<file path="config.mk">
export PLATFORM = sky130hd
export DESIGN_NAME = c_countup
export DESIGN_NICKNAME = d
export VERILOG_FILES = /design/src/rtl/c_pkg.sv /design/src/rtl/c_tick_gen.sv /design/src/rtl/c_countup.sv
export SDC_FILE = /design/constraint.sdc
export NUM_CORES = 1
export LEC_CHECK = 0
export ABC_AREA = 1
export CORE_ASPECT_RATIO = 1.1
export CORE_UTILIZATION = 39
export DETAILED_ROUTE_END_ITERATION = 8
export PLACE_DENSITY = 0.55
export SYNTH_ARGS = -nofsm -noshare
export SYNTH_HDL_FRONTEND = slang
export SYNTH_SLANG_ARGS = --single-unit
</file>
<file path="constraint.sdc">
create_clock -name CLOCK -period 2.9 [get_ports CLOCK]
set_input_delay 0.29 -clock CLOCK [delete_from_list [all_inputs] [get_ports CLOCK]]
set_output_delay 0.29 -clock CLOCK [all_outputs]
set_load 0.02 [all_outputs]
</file>
<file path="src/rtl/c_pkg.sv">
`default_nettype none
// ============================================================================
//  Module      : c_pkg
//  Description : Shared types and constants for the LED-bar timer blocks
//                (fill timer c_countup and its countdown counterpart).
//  Revision    : 1.0 - initial release
// ============================================================================
package c_pkg;

    // Number of LEDs in the lab bar, shared with the countdown block.
    localparam int LED_COUNT        = 11;

    // Clock cycles per fill step: 4 Hz at a 100 MHz system clock.
    localparam int DEFAULT_TICK_DIV = 25000000;

    // Short step period so a full fill runs in a few dozen cycles in a bench.
    localparam int SIM_TICK_DIV     = 4;

    // Controller states, shared encoding for both bar timers.
    typedef enum logic [1:0] {
        IDLE = 2'd0,
        FILL = 2'd1,
        DONE = 2'd2
    } state_t;

endpackage : c_pkg
`default_nettype wire

</file>
<file path="src/rtl/c_tick_gen.sv">
`default_nettype none
// ============================================================================
//  Module      : c_tick_gen
//  Description : Step-rate divider. Produces a one-cycle clock-enable pulse
//                every TICK_DIV enabled cycles; never a derived clock.
//  Revision    : 1.0 - initial release
// ============================================================================
module c_tick_gen
    import c_pkg::*;
#(
    parameter int TICK_DIV = DEFAULT_TICK_DIV
) (
    input  logic CLOCK,
    input  logic RESET_N,
    input  logic clr,
    input  logic en,
    output logic tick
);

    // TICK_DIV >= 2, so the counter is always at least one bit wide.
    localparam int                CNT_W     = $clog2(TICK_DIV);
    localparam logic [CNT_W-1:0]  c_CNT_MAX = CNT_W'(TICK_DIV - 1);

    logic [CNT_W-1:0] r_cnt;
    logic             w_tick;

    // The pulse is qualified by en so a frozen counter parked at its
    // terminal value cannot fire a step while paused.
    assign w_tick = en && (r_cnt == c_CNT_MAX);
    assign tick   = w_tick;

    // Step counter: clear wins, then count 0..TICK_DIV-1 on enabled cycles.
    always_ff @(posedge CLOCK or negedge RESET_N) begin
        if (!RESET_N) begin
            r_cnt <= '0;
        end else if (clr) begin
            r_cnt <= '0;
        end else if (en) begin
            if (w_tick) begin
                r_cnt <= '0;
            end else begin
                r_cnt <= r_cnt + 1'b1;
            end
        end
    end

endmodule : c_tick_gen
`default_nettype wire

</file>
<file path="src/rtl/c_countup.sv">
`default_nettype none
// ============================================================================
//  Module      : c_countup
//  Description : LED-bar fill timer. After an accepted start it lights one
//                more LED (from bit 0 upward) per step until the bar is full,
//                then raises done until acknowledged. All outputs registered.
//  Revision    : 1.0 - initial release
// ============================================================================
module c_countup
    import c_pkg::*;
#(
    parameter int N_LEDS   = LED_COUNT,
    parameter int TICK_DIV = DEFAULT_TICK_DIV
) (
    input  logic              CLOCK,
    input  logic              RESET_N,
    input  logic              start,
    input  logic              hold,
    input  logic              ack,
    output logic [N_LEDS-1:0] led,
    output logic              busy,
    output logic              done
);

    localparam logic [N_LEDS-1:0] c_LED_FULL = '1;

    state_t            r_state;
    state_t            w_state_nxt;
    logic [N_LEDS-1:0] r_led;
    logic [N_LEDS-1:0] w_led_nxt;
    logic              r_busy;
    logic              r_done;
    logic              w_step_en;
    logic              w_step_clr;
    logic              w_tick;

    // The divider only advances while filling and not paused; outside FILL
    // it is held at zero so every new fill starts a full step period.
    assign w_step_en  = (r_state == FILL) && !hold;
    assign w_step_clr = (r_state != FILL);

    c_tick_gen #(
        .TICK_DIV (TICK_DIV)
    ) u_tick_gen (
        .CLOCK   (CLOCK),
        .RESET_N (RESET_N),
        .clr     (w_step_clr),
        .en      (w_step_en),
        .tick    (w_tick)
    );

    // Next-state and next-pattern decode; outputs are derived from the
    // next state so busy/done/led change together on the same edge.
    always_comb begin
        w_state_nxt = r_state;
        w_led_nxt   = r_led;
        case (r_state)
            IDLE: begin
                w_led_nxt = '0;
                if (start) begin
                    w_state_nxt = FILL;
                end
            end
            FILL: begin
                if (w_tick) begin
                    // Shift in one more lit LED; thermometer code from bit 0.
                    w_led_nxt = {r_led[N_LEDS-2:0], 1'b1};
                    // The step that lights the top LED ends the fill.
                    if (r_led[N_LEDS-2]) begin
                        w_state_nxt = DONE;
                    end
                end
            end
            DONE: begin
                w_led_nxt = c_LED_FULL;
                // ack has priority; a start held alongside it is picked up
                // from IDLE on the following edge.
                if (ack) begin
                    w_state_nxt = IDLE;
                    w_led_nxt   = '0;
                end
            end
            default: begin
                w_state_nxt = IDLE;
                w_led_nxt   = '0;
            end
        endcase
    end

    // State and registered outputs; asynchronous reset clears them at once.
    always_ff @(posedge CLOCK or negedge RESET_N) begin
        if (!RESET_N) begin
            r_state <= IDLE;
            r_led   <= '0;
            r_busy  <= 1'b0;
            r_done  <= 1'b0;
        end else begin
            r_state <= w_state_nxt;
            r_led   <= w_led_nxt;
            r_busy  <= (w_state_nxt == FILL);
            r_done  <= (w_state_nxt == DONE);
        end
    end

    assign led  = r_led;
    assign busy = r_busy;
    assign done = r_done;

endmodule : c_countup
`default_nettype wire

</file>
==> reports/results.tsv <==
stage	metric	value	unit
run_status	status	complete, no violations	
clocking	htreeDepth	2	
synth	yosysWarnings	0	
synth	yosysTopAreaCellShare	45.8	%
synth	syn-cell-area	0.00219	mm²
synth	ys_seq_area_share	45.8	%
worst_setup_path	arrival	2280	ps
route	drtPass1Iterations	4	
route	drc	0	
pwr	power.density	587	mW/mm²
global_route	grt_pass1_vias	1728	
route	ant_nets	0	
worst_setup_path	crit_path_max_incr_delay	540	ps
clocking	cts.hold.buffers_added	0	
timing	min_period_over_period	71.1	%
route	vias_per_cell	4.65	
timing	skew	3.04	ps
finish	fin_nets	320	
synth	syn_avg_cell_area	7.52	µm²
global_route	grt_start_max_net_pins	41	
pwr	ir_worst_vdd	0.000304	V
worst_setup_path	crit_top_cell	nor2_1	
place	port_buffers	17	
flow_run	maxCapViolations	0	
timing	max_freq	0.485	GHz
floorplan	io_pins	18	
synth	ys_ff_latch	40	
clocking	worstSkewPairLatency	290	ps
worst_setup_path	crit_chain	inv_1 -> ha_1 -> inv_1 -> nor2_1 -> nor2_1 -> nor2_1 -> nand2_1 -> o21ai_1	
hold_path	hold_path.class	in -> async	
timing	setup_tns	0	ps
worst_setup_path	worst-path-buf-inv	2	
synth	synth_cell_types	27	
finish	area_delta_synth_final	15.4	%
clocking	post_cts_buffers	0	
timing	rsz0062_at_grt	no	
timing	period_needed	2060	ps
worst_setup_path	end_kind	register	
clocking	root_buffer	clkbuf_8	
pwr	p_total	1.48	mW
clocking	cts_tree	done	
timing	hold_viol	0	
timing	final-setup-viol-count	0	
synth	synth.largest_area_cell	dfrtp_1	
clocking	cts.path.max_buffers	2	
synth	synth_cells	291	
timing	slew_headroom	41.1	%
global_route	overflow	0	
clocking	cts_buffers	5	
floorplan	num_rows	28	
synth	syn_nets	301	
route	routedWlPerCell	11.4	µm
finish	fin_util	46.8	%
route	num_vias	1793	
floorplan	coreArea	0.00540	mm²
clocking	cts_sinks	40	
place	gp_congestion	0.760	
route	drt-total-wl	4420	µm
worst_setup_path	worst_ep_required_time	3120	ps
global_route	grt_usage	17.4	%
pwr	p_leak	1.10	nW
floorplan	die_h	80.5	µm
timing	slew_violations	0	
clocking	cts_resized	0	
global_route	grt_pass1_wl	7880	µm
finish	layout-drive-gt1-share	9.97	%
timing	tightest_slew	883	ps
floorplan	fp.dieArea	0.00591	mm²
worst_setup_path	critPathMaxFanout	12	
clocking	clkTransAtPathRegs	80	ps
global_route	antenna_found_initial	0	
floorplan	dieWidth	73.4	µm
route	drt_iter0_drc	51	
floorplan	initial_utilization	40.5	%
finish	n_fill_cell	569	
worst_setup_path	crit_slowest_cell	nor2_1	
finish	num_antenna_cells	0	
worst_setup_path	cp_top_family	simple AND/OR/NAND/NOR gates	
worst_setup_path	crit_path_start_kind	register	
place	hpwl	3160	µm
synth	synth_area_leaders	dfrtp_1 46%, nand2_1 12%, nor2_1 8.9%, inv_1 6.2%, ha_1 2.9%	
worst_setup_path	critical_path_class	reg -> reg	
[where the power goes]
group | total (mW) | leakage (nW) | switching [mW] | internal (mW)
Sequential | 0.640 | 0.551 | 0.0356 | 0.604
Clock | 0.458 | 0.0541 | 0.204 | 0.255
Combinational | 0.384 | 0.497 | 0.261 | 0.123
Total | 1.48 | 1.10 | 0.500 | 0.982
[cell type report]
cell class / instances / area [µm²] / share of cell area [%]
Multi-Input combinational cell: 206 / 1000 / 39.7
Sequential cell: 40 / 1000 / 39.6
Timing Repair Buffer: 17 / 165 / 6.54
Inverter: 40 / 150 / 5.95
Tap cell: 75 / 93.8 / 3.72
Clock buffer: 5 / 68.8 / 2.73
Clock inverter: 3 / 42.5 / 1.68
[synth_stat cells, drive strengths merged]
master	n
nand2	77
a21oi	8
nor2	62
dfrtp	40
inv	40
mux2i	1
xnor2	1
o21ai	19
nor3	11
nor3b	1
clkbuf	1
nor2b	1
buf	4
nand4	5
nand3	13
ha	5
xor2	2
[state kept, by name, indices dropped and copies added, names as in the netlist]
register / flops
u_tick_gen.r_cnt: 25
led: 11
r_state: 2
busy: 1
done: 1
[worst paths after layout]
check                      depth (start not counted)  slack [ps]                          endpoint                 start
min                                                1         110  u_tick_gen.r_cnt[13]$_DFFE_PN0P_               RESET_N
max                                                8         840                led[6]$_DFFE_PN0P_  r_state[0]$_DFF_PN0_
min in group CLOCK                                 2         510               led[10]$_DFFE_PN0P_   led[10]$_DFFE_PN0P_
max reg2reg                                        8         840                led[6]$_DFFE_PN0P_  r_state[0]$_DFF_PN0_
min reg2reg                                        2         510               led[10]$_DFFE_PN0P_   led[10]$_DFFE_PN0P_
max in group asynchronous                          1        2230              r_state[0]$_DFF_PN0_               RESET_N
[cell usage in the layout, fill, tap and decap left out]
master           count
clkdlybuf4s50_1     16
nor2b_1              1
nor2_1              52
dfrtp_1             40
nand2_2              4
mux2i_1              1
ha_1                 5
a21oi_1              8
nor2_4               5
xor2_1               2
o21ai_0              7
inv_2                4
buf_2                1
nand3_1             12
xnor2_1              1
nor3b_2              1
clkinvlp_4           1
clkinv_2             1
nor2_2               5
inv_1               36
nor3_1              10
nand3_2              1
bufinv_16            1
nand2_1             72
nand4_1              5
o21ai_1             12
nand2_4              1
nor3_2               1
clkbuf_8             5
[through the flow]
step	hold WS (ps)	cell area [µm²]	std cells	setup slack, ps
after floorplan	-5.59	2190	291	1280
after detailed placement	486	2410	378	734
after global routing	204	2520	386	492
after CTS	152	2520	386	817
final	111	2520	386	837
after global placement	480	2410	378	759
[cells by family (layout without fill, tap and decap cells)]
kind of cell | Yosys count | in the layout | synth area share (%)
buffers and inverters | 45 | 65 | 8.35
muxes | 1 | 1 | 0.458
AOI/OAI and AO/OA | 27 | 27 | 6.18
adders and majority gates | 5 | 5 | 2.86
xor gates and xnor gates | 3 | 3 | 1.20
DFF | 40 | 40 | 45.8
and+or+nand+nor | 170 | 170 | 35.2
[routing by layer]
metal  vias to the layer above  GRT usage [%]  wire [µm]
met5                         -              0          0
met1                       827           22.2       2100
met3                         8           3.39        138
met4                         0           6.35         74
li1                        934              -          -
met2                        24           29.2       2110
(Power assumes the default switching activity.)
